## src/rtl/conv_line_buffer_pkg.sv

```systemverilog
// Shared constants for the convolution line buffer and its pe_wrapper consumer.
// Contents: default lane/bus widths matching pe_wrapper dataIn packing, the
// FILL/STREAM state encoding, and a lane-offset helper for packed column buses.
package conv_line_buffer_pkg;

    localparam int unsigned KERNEL_SIZE_DEF = 3;
    localparam int unsigned LANE_W          = 8;
    localparam int unsigned BUS_W           = LANE_W * KERNEL_SIZE_DEF;

    localparam int unsigned STATE_W = 1;
    localparam logic [STATE_W-1:0] ST_FILL   = 1'b0;
    localparam logic [STATE_W-1:0] ST_STREAM = 1'b1;

    // Bit offset of lane 'lane' in a packed column bus (lane 0 at the LSBs).
    function automatic int unsigned lane_lsb(input int unsigned lane, input int unsigned lane_w);
        return lane * lane_w;
    endfunction

endpackage

```

## src/rtl/conv_line_buffer_line_ram.sv

```systemverilog
// One row of pixel history for the line buffer.
// Ports: clk; we/addr/wdata single write port; rdata combinational read at addr,
// returning the value stored before any write on the same edge (read-before-write).
module conv_line_buffer_line_ram #(
    parameter int unsigned DEPTH      = 16,
    parameter int unsigned DATA_WIDTH = 8
) (
    input  logic                       clk,
    input  logic                       we,
    input  logic [$clog2(DEPTH)-1:0]   addr,
    input  logic [DATA_WIDTH-1:0]      wdata,
    output logic [DATA_WIDTH-1:0]      rdata
);

    logic [DATA_WIDTH-1:0] mem_q [DEPTH];

    // Storage is never cleared: every entry is written before it is read.
    always_ff @(posedge clk) begin
        if (we) begin
            mem_q[addr] <= wdata;
        end
    end

    assign rdata = mem_q[addr];

endmodule

```

## src/rtl/conv_line_buffer.sv

```systemverilog
// Raster-order pixel stream to KERNEL_SIZE-tall column vectors for pe_wrapper.
// Ports: clk, rstn (sync, active-low); s_valid/s_ready/s_data pixel input;
// m_valid/m_ready/m_data column output (lane j at [j*DATA_WIDTH +: DATA_WIDTH],
// lane 0 = oldest row); m_last_col marks the row's last column, m_last the
// frame's last column; frame_done pulses the cycle after the m_last handshake.
module conv_line_buffer
    import conv_line_buffer_pkg::*;
#(
    parameter int unsigned KERNEL_SIZE = KERNEL_SIZE_DEF,
    parameter int unsigned DATA_WIDTH  = LANE_W,
    parameter int unsigned IMG_WIDTH   = 16,
    parameter int unsigned IMG_HEIGHT  = 16
) (
    input  logic                              clk,
    input  logic                              rstn,
    input  logic                              s_valid,
    output logic                              s_ready,
    input  logic [DATA_WIDTH-1:0]             s_data,
    output logic                              m_valid,
    input  logic                              m_ready,
    output logic [DATA_WIDTH*KERNEL_SIZE-1:0] m_data,
    output logic                              m_last_col,
    output logic                              m_last,
    output logic                              frame_done
);

    localparam int unsigned COL_W  = $clog2(IMG_WIDTH);
    localparam int unsigned ROW_W  = $clog2(IMG_HEIGHT);
    localparam int unsigned NBUF   = KERNEL_SIZE - 1;
    localparam int unsigned MBUS_W = DATA_WIDTH * KERNEL_SIZE;

    localparam logic [COL_W-1:0] COL_END      = COL_W'(IMG_WIDTH - 1);
    localparam logic [ROW_W-1:0] ROW_END      = ROW_W'(IMG_HEIGHT - 1);
    localparam logic [ROW_W-1:0] ROW_FILL_END = ROW_W'(KERNEL_SIZE - 2);

    logic [COL_W-1:0]   col_q, col_d;
    logic [ROW_W-1:0]   row_q, row_d;
    logic [STATE_W-1:0] state_q, state_d;
    logic               m_valid_q, m_valid_d;
    logic [MBUS_W-1:0]  m_data_q, m_data_d;
    logic               m_last_col_q, m_last_col_d;
    logic               m_last_q, m_last_d;
    logic               frame_done_q, frame_done_d;

    logic                  accept;
    logic [MBUS_W-1:0]     cand;
    logic [DATA_WIDTH-1:0] rd_data [NBUF];
    logic [DATA_WIDTH-1:0] wr_data [NBUF];

    // Output register can drain and refill in one cycle, so ready only drops on a stall.
    assign s_ready = !m_valid_q || m_ready;
    assign accept  = s_valid && s_ready;

    // Row history shifts one buffer toward lane 0 on every accept; newest row enters at the top.
    for (genvar r = 0; r < NBUF; r++) begin : g_lb
        if (r < NBUF - 1) begin : g_shift
            assign wr_data[r] = rd_data[r+1];
        end else begin : g_head
            assign wr_data[r] = s_data;
        end

        conv_line_buffer_line_ram #(
            .DEPTH      (IMG_WIDTH),
            .DATA_WIDTH (DATA_WIDTH)
        ) u_ram (
            .clk   (clk),
            .we    (accept),
            .addr  (col_q),
            .wdata (wr_data[r]),
            .rdata (rd_data[r])
        );
    end

    // Candidate column: pre-write buffer contents plus the incoming pixel as the newest lane.
    for (genvar j = 0; j < NBUF; j++) begin : g_lane
        assign cand[lane_lsb(j, DATA_WIDTH) +: DATA_WIDTH] = rd_data[j];
    end
    assign cand[lane_lsb(NBUF, DATA_WIDTH) +: DATA_WIDTH] = s_data;

    // Next-state: raster counters, FILL/STREAM sequencing and the output register.
    always_comb begin
        col_d        = col_q;
        row_d        = row_q;
        state_d      = state_q;
        m_valid_d    = m_valid_q;
        m_data_d     = m_data_q;
        m_last_col_d = m_last_col_q;
        m_last_d     = m_last_q;
        frame_done_d = 1'b0;

        if (m_valid_q && m_ready) begin
            m_valid_d    = 1'b0;
            frame_done_d = m_last_q;
        end

        if (accept) begin
            if (col_q == COL_END) begin
                col_d = '0;
                if (row_q == ROW_END) begin
                    row_d   = '0;
                    state_d = ST_FILL;
                end else begin
                    row_d = row_q + ROW_W'(1);
                    if ((state_q == ST_FILL) && (row_q == ROW_FILL_END)) begin
                        state_d = ST_STREAM;
                    end
                end
            end else begin
                col_d = col_q + COL_W'(1);
            end

            if (state_q == ST_STREAM) begin
                m_valid_d    = 1'b1;
                m_data_d     = cand;
                m_last_col_d = (col_q == COL_END);
                m_last_d     = (col_q == COL_END) && (row_q == ROW_END);
            end
        end
    end

    // State register with synchronous active-low reset; a pending column is dropped.
    always_ff @(posedge clk) begin
        if (!rstn) begin
            col_q        <= '0;
            row_q        <= '0;
            state_q      <= ST_FILL;
            m_valid_q    <= 1'b0;
            m_data_q     <= '0;
            m_last_col_q <= 1'b0;
            m_last_q     <= 1'b0;
            frame_done_q <= 1'b0;
        end else begin
            col_q        <= col_d;
            row_q        <= row_d;
            state_q      <= state_d;
            m_valid_q    <= m_valid_d;
            m_data_q     <= m_data_d;
            m_last_col_q <= m_last_col_d;
            m_last_q     <= m_last_d;
            frame_done_q <= frame_done_d;
        end
    end

    assign m_valid    = m_valid_q;
    assign m_data     = m_data_q;
    assign m_last_col = m_last_col_q;
    assign m_last     = m_last_q;
    assign frame_done = frame_done_q;

endmodule

```

## config.mk

```make
export PLATFORM = sky130hd
export DESIGN_NAME = conv_line_buffer
export DESIGN_NICKNAME = d
export VERILOG_FILES = /design/src/rtl/conv_line_buffer_pkg.sv /design/src/rtl/conv_line_buffer_line_ram.sv /design/src/rtl/conv_line_buffer.sv
export SDC_FILE = /design/constraint.sdc
export NUM_CORES = 1
export LEC_CHECK = 0
export CAP_MARGIN = 10
export CORE_ASPECT_RATIO = 1.1
export CORE_MARGIN = 10
export CORE_UTILIZATION = 40
export CTS_BUF_LIST = sky130_fd_sc_hd__clkbuf_4 sky130_fd_sc_hd__clkbuf_8 sky130_fd_sc_hd__clkbuf_16
export CTS_CLUSTER_SIZE = 20
export DETAILED_ROUTE_END_ITERATION = 12
export PLACE_DENSITY_LB_ADDON = 0.08
export SETUP_SLACK_MARGIN = 0.15
export SYNTH_ARGS = -nofsm -noshare
export SYNTH_HDL_FRONTEND = slang
export SYNTH_SLANG_ARGS = --single-unit
```

## constraint.sdc

```tcl
create_clock -name clk -period 4.3 [get_ports clk]
set_clock_uncertainty 0.2 [all_clocks]
set_input_delay 0.645 -clock clk [delete_from_list [all_inputs] [get_ports clk]]
set_output_delay 0.645 -clock clk [all_outputs]
set_load 0.05 [all_outputs]
```

==> results of run 1 <==
-- power groups by stage --
stage | sequential, mW | clock [mW] | combinational [mW]
3_5_place_dp | 3.31 | 0 | 0.367
6_report | 3.24 | 2.58 | 0.354
4_1_cts | 3.25 | 2.64 | 0.368
5_1_grt | 3.25 | 2.76 | 0.386
2_1_floorplan | 3.28 | 0 | 0.225
3_3_place_gp | 3.30 | 0 | 0.363
-- worst min-delay path: cells and delay by family (launching register included) --
kind | cells | cell delay (ns)
DFF | 1 | 0.31
and+or+nand+nor | 1 | 0.05
AOI/OAI and AO/OA | 1 | 0.05
-- cell usage after synthesis (3+ instances only) --
master      n  area (um^2)
edfxtp_1  256         7690
mux4_2     51         1150
dfxtp_1    41          821
mux2i_1    40          400
nand2_1    39          146
clkbuf_1   19         71.3
nand3_1    19         95.1
nor2_1     16         60.1
a21boi_0   11         82.6
buf_2       8         40.0
o21ai_0     8         40.0
o221ai_1    8         70.1
a22oi_1     7         52.6
a222oi_1    6         60.1
a31oi_1     6         37.5
ha_1        6         75.1
nor2b_1     5         31.3
a21oi_1     4         20.0
and3_1      4         25.0
nor3_1      4         20.0
xnor2_1     4         35.0
and2_1      3         18.8
buf_4       3         22.5
inv_1       3         11.3
mux4_1      3         78.8
nand2b_1    3         18.8
-- stage by stage --
stage	util, %	hold slack, ns	power (mW)	instance area, um^2	worst slack, ns
finish	47.3	0.254	6.18	13200	1.14
global route	47.3	0.277	6.39	13200	1.07
CTS	47.3	0.254	6.25	13200	1.15
detailed placement	43.7	0.246	3.67	12200	0.890
global placement	43.7	0.243	3.67	12200	0.909
floorplan	-	0.262	3.51	11300	0.679
-- cells by family (layout without fill, tap and decap cells) --
group	after synthesis	count (layout)	share of synthesized area, %
AO/OA/AOI/OAI	53	53	3.43
XOR/XNOR	5	5	0.388
adder cells (fa/ha/maj)	6	6	0.665
buffers and inverters	38	120	1.62
flip-flops	297	297	75.3
multiplexers	94	94	14.4
AND/OR/NAND/NOR	101	101	4.18
-- metal layers --
metal	up-vias	wire (um)
met1	2937	11200
met5	-	0
met3	32	1090
met2	121	13600
li1	2516	-
met4	0	349
-- area by class of cell --
class / instances / area (um^2) / share of cell area (%)
Multi-Input combinational cell: 259 / 2650 / 20.1
Sequential cell: 297 / 8510 / 64.6
Clock buffer: 41 / 833 / 6.32
Inverter: 4 / 15.0 / 0.114
Tap cell: 363 / 454 / 3.45
Timing Repair Buffer: 60 / 551 / 4.18
Clock inverter: 15 / 161 / 1.22
-- registers in the layout, indices dropped and copies added (netlist names), named ones only --
register	flops
row_q	4
m_valid	1
state_q	1
g_lb.u_ram.mem_q	256
m_last_col	1
frame_done	1
m_data	24
m_last	1
col_q	4
-- worst paths after layout --
| path | end | slack (ns) |
|---|---|---|
| max | s_ready | 1.14 |
| min reg2reg | m_data[10]$_SDFFE_PN0P_ | 0.25 |
| max reg2reg | g_lb[0].u_ram.mem_q[5][4]$_DFFE_PP_ | 1.32 |
| min | m_data[10]$_SDFFE_PN0P_ | 0.25 |
==> results_dict.tcl, run 1 <==
set metrics [dict create \
    final_cells 1039 \
    clkLatencyLatePin_ns 0.56 \
    die_w_um 180 \
    startpoint "m_ready" \
    setup_tns_ns 0 \
    final_common_cell "edfxtp_1" \
    cp.arrival_ns 2.32 \
    cts_buffers 30 \
    grt.total_usage_pct 14.8 \
    grt_pass1_wl_um 39800 \
    cts_sinks 297 \
    hold_class "reg -> reg" \
    num_rows 64 \
    dp_cells 983 \
    worst_pin_slew_ns 0.931 \
    nets 670 \
    worst_path_max_delay_cell "clkdlybuf4s50_1" \
    p_comb_share_pct 5.7 \
    drtIter0Drc 550 \
    first_global_vias 5885 \
    h-tree-depth 1 \
    max-slew-margin-rel_pct 37.9 \
    use_met1_pct 18.9 \
    drt-pass1-iter-count 5 \
    postCtsResizedCells 0 \
    synthArstFlopShare_pct 0 \
    yosysSeqAreaShare_pct 75.3 \
    drc 0 \
    syn_inst 594 \
    worst-path-stages 3 \
    ir_drop_v 0.000254 \
    grt_antenna_before_repair 0 \
    worstHoldPathCells 2 \
    seqPwrFrac_pct 52.5 \
    portBuffers 40 \
    routabilityCongestion 0.792 \
    cp_common_cell "clkdlybuf4s50_1" \
    synth_fp_nets 612 \
    clock.fmax_mhz 316 \
    routed_via_density 5.40 \
    syn_area_per_cell_um2 19.0 \
    layout-area-overhead-vs-synth_pct 16.7 \
    clockBufferDepth 3 \
    routed_wirelength_um 26300 \
    leakage_nw 4.20 \
    antenna_left 0 \
    p_clk_share_pct 41.8 \
    start_util_pct 40.5 \
    ys_seq_elements 297 \
    reg2reg_depth 5 \
    layout-drive-gt1-share_pct 21.0 \
    die_height_um 196 \
    ys_dominant_reg_cell "edfxtp_1" \
    p_int_mw 4.88 \
    vias 5606 \
    mostFrequentLayoutCells "256 x edfxtp_1, 51 x mux4_2, 40 x mux2i_1, 40 x clkdlybuf4s50_1, 39 x nand2_1" \
    ctsHoldBuffers 0 \
    cts_tree "built" \
    p_switching_mw 1.30 \
    design.die.area_um2 35400 \
    grt-busiest-layer "met2" \
    period_needed_ns 3.16 \
    cp_cell_sequence "clkdlybuf4s50_1 -> nand2b_1 -> clkdlybuf4s50_1" \
    ys_warn_count 0 \
    cts_setup_buffers 0 \
    end_kind "output port" \
    fill_cells 2398 \
    setup-violations-final 0 \
    drv_slew 0 \
    cp-start-kind "primary input" \
    switching_share_pct 21.0 \
    path_clk_slew_ns 0.06 \
    status "complete, no violations" \
    grt.met3_usage_pct 2.36 \
    diodes 0 \
    cellPowerDensity_nw_per_um2 469 \
    gr-usage-met2_pct 26.0 \
    crit_buf_inv 2 \
    cts_root_buf "clkbuf_16" \
    cpPeakStageDelay_ns 0.89 \
    grt_max_degree 27 \
    syn_area_um2 11300 \
    overflow 0 \
    wire_per_inst_um 25.3 \
    crit_family "buffers and inverters" \
    rsz0062_at_grt "no" \
    hpwl_um 17100 \
    worst-path-max-fanout 11 \
    synth_edf_count 256 \
    final_min_period_over_clock_period_pct 73.6 \
    ys_types 40 \
    top_level_ports 41 \
    worstSetupPathType "in -> out" \
    hp-start "m_data[10]$_SDFFE_PN0P_" \
    hold_viol_final 0 \
    drv_cap 0 \
    cp.required_ns 3.45 \
    core_area_um2 27900 \
]
No activity file was read; power rests on OpenSTA's default activity.
==> run 2: changes to the inputs <==
- clock period: 4.3 -> 2.9 ns (I/O delays scaled with it)
==> run 2 against run 1 <==
Global-route usage hardly changed; critical path depth is 2 higher; sequential share of layout area is 2.7 points lower; register-to-register slack worse by 0.94 ns; power is 56% higher; utilization is 2.0 points higher; flip-flop and latch count stayed put; cell area is 4.3% higher; clock power is 64% higher; critical endpoint is now g_lb[0].u_ram.mem_q[5][3]$_DFFE_PP_; die area stayed put; sequential power is 48% higher.
==> results_dict.tcl, run 2 (same netlist as run 1, synthesis figures left out) <==
set metrics [dict create \
    dp_slack_ns 0.322 \
    layout-area-overhead-vs-synth_pct 21.7 \
    grt_pass1_wl_um 40000 \
    design.die.area_um2 35400 \
    worst_pin_slew_ns 0.719 \
    ir_drop_v 0.000420 \
    die_w_um 180 \
    portBuffers 40 \
    p_switching_mw 2.04 \
    grt_antenna_before_repair 0 \
    leakage_nw 4.48 \
    num_rows 64 \
    layout-drive-gt1-share_pct 26.3 \
    reg2reg_depth 5 \
    worst_path_max_delay_cell "dfxtp_2" \
    drc 0 \
    cts_root_buf "clkbuf_16" \
    vias 5724 \
    critPathCapture "g_lb[0].u_ram.mem_q[5][3]$_DFFE_PP_" \
    seqPwrFrac_pct 49.8 \
    cp_common_cell "buf_4" \
    start_util_pct 40.5 \
    clkLatencyLatePin_ns 0.51 \
    drv_cap 0 \
    drtIter0Drc 533 \
    fin_util_pct 49.3 \
    worstSetupPathType "reg -> reg" \
    first_global_vias 6260 \
    routabilityCongestion 0.791 \
    cp.arrival_ns 2.55 \
    max-slew-margin-rel_pct 51.9 \
    cpPeakStageDelay_ns 0.67 \
    grt.total_usage_pct 14.8 \
    mostFrequentLayoutCells "256 x edfxtp_1, 51 x mux4_2, 49 x buf_4, 40 x mux2i_1" \
    clockBufferDepth 3 \
    cts_sinks 297 \
    top_level_ports 41 \
    overflow 0 \
    p_int_mw 7.60 \
    final_common_cell "edfxtp_1" \
    setup-violations-final 0 \
    worst-path-max-fanout 17 \
    hold_viol_final 0 \
    p_clk_share_pct 43.8 \
    nets 713 \
    h-tree-depth 2 \
    setup_tns_ns 0 \
    drv_slew 0 \
    cts_setup_buffers 0 \
    use_met1_pct 18.2 \
    p_comb_share_pct 6.4 \
    antenna_left 0 \
    ctsHoldBuffers 0 \
    final_min_period_over_clock_period_pct 87.0 \
    routed_via_density 5.29 \
    top_register "g_lb.u_ram.mem_q" \
    fin_ws_ns 0.378 \
    status "complete, no violations" \
    cts_tree "built" \
    switching_share_pct 21.2 \
    cp.required_ns 2.93 \
    cp_cell_sequence "buf_4 -> mux4_2 -> a22oi_1 -> nand2_1 -> buf_4" \
    wire_per_inst_um 24.2 \
    fin_hold_ws_ns 0.258 \
    diodes 0 \
    routed_wirelength_um 26200 \
    core_area_um2 27900 \
    postCtsResizedCells 0 \
    clock.fmax_mhz 396 \
    rsz0062_at_grt "no" \
    hold_class "reg -> reg" \
    grt.met3_usage_pct 2.87 \
    end_kind "flop" \
    cp-start-kind "flop" \
    hpwl_um 17300 \
    grt-busiest-layer "met2" \
    drt-pass1-iter-count 5 \
    cellPowerDensity_nw_per_um2 702 \
    gr-usage-met2_pct 26.1 \
    period_needed_ns 2.52 \
    largest_reg_flops 256 \
    die_height_um 196 \
    r2r_setup_slack_ns 0.38 \
    grt_max_degree 34 \
    cts_buffers 34 \
    path_clk_slew_ns 0.06 \
    worstReg2RegEnd "g_lb[0].u_ram.mem_q[5][3]$_DFFE_PP_" \
]
## run 2: changes by cell type in the layout (fill, tap and decap cells not counted), sizes merged
| cell | before | now |
|---|---|---|
| clkbuf | 41 | 44 |
| clkinv | 11 | 8 |
| clkdlybuf4s50 | 40 | 39 |
| inv | 4 | 5 |
| buf | 20 | 60 |
| clkinvlp | 1 | 5 |
## run 2: worst max-delay path: cells and delay by family, from the launching register on
family	cells	cell delay, ns
flops	1	0.67
buf+inv	2	0.48
compound gates	1	0.43
mux	1	0.33
simple gates	1	0.12
## run 2: worst min-delay path by stage
stage	cells past startpoint	from	endpoint	slack, ns
2_1_floorplan	2	state_q$_SDFFE_PN0P_	state_q$_SDFFE_PN0P_	0.26
3_3_place_gp	2	m_data[8]$_SDFFE_PN0P_	m_data[8]$_SDFFE_PN0P_	0.25
3_5_place_dp	2	m_data[10]$_SDFFE_PN0P_	m_data[10]$_SDFFE_PN0P_	0.26
5_1_grt	2	m_data[23]$_SDFFE_PN0P_	m_data[23]$_SDFFE_PN0P_	0.29
4_1_cts	2	m_data[10]$_SDFFE_PN0P_	m_data[10]$_SDFFE_PN0P_	0.27
6_report	2	m_data[10]$_SDFFE_PN0P_	m_data[10]$_SDFFE_PN0P_	0.26
## run 2: final cells by class
cell class / count / area (um^2)
clock inverter: 17 / 173
sequential: 297 / 8510
fill: 2320 / 14100
multi-input combinational: 259 / 2670
tap: 363 / 454
inverter: 4 / 15.0
clock buffer: 44 / 943
timing repair buffer: 99 / 978
## run 2: through the flow
stage          cells  power (mW)  instance area (um^2)
2_1_floorplan    594        5.21                 11400
3_3_place_gp    1022        5.52                 12600
3_5_place_dp    1022        5.53                 12600
4_1_cts         1083        9.77                 13700
5_1_grt         1083        10.0                 13700
6_report        1083        9.65                 13700
## run 2: per-layer routing
layer / vias to the layer above / share of wire, %
li1: 2591 / -
met1: 2969 / 42
met2: 131 / 52
met3: 33 / 4.3
met4: 0 / 1.9
met5: - / 0
## run 2: power groups by stage
stage	Sequential, mW	Combinational [mW]	Clock [mW]
after global placement	4.89	0.628	0
after detailed placement	4.89	0.637	0
after floorplan	4.87	0.339	0
after global routing	4.81	0.674	4.53
final	4.80	0.617	4.23
after CTS	4.80	0.638	4.33
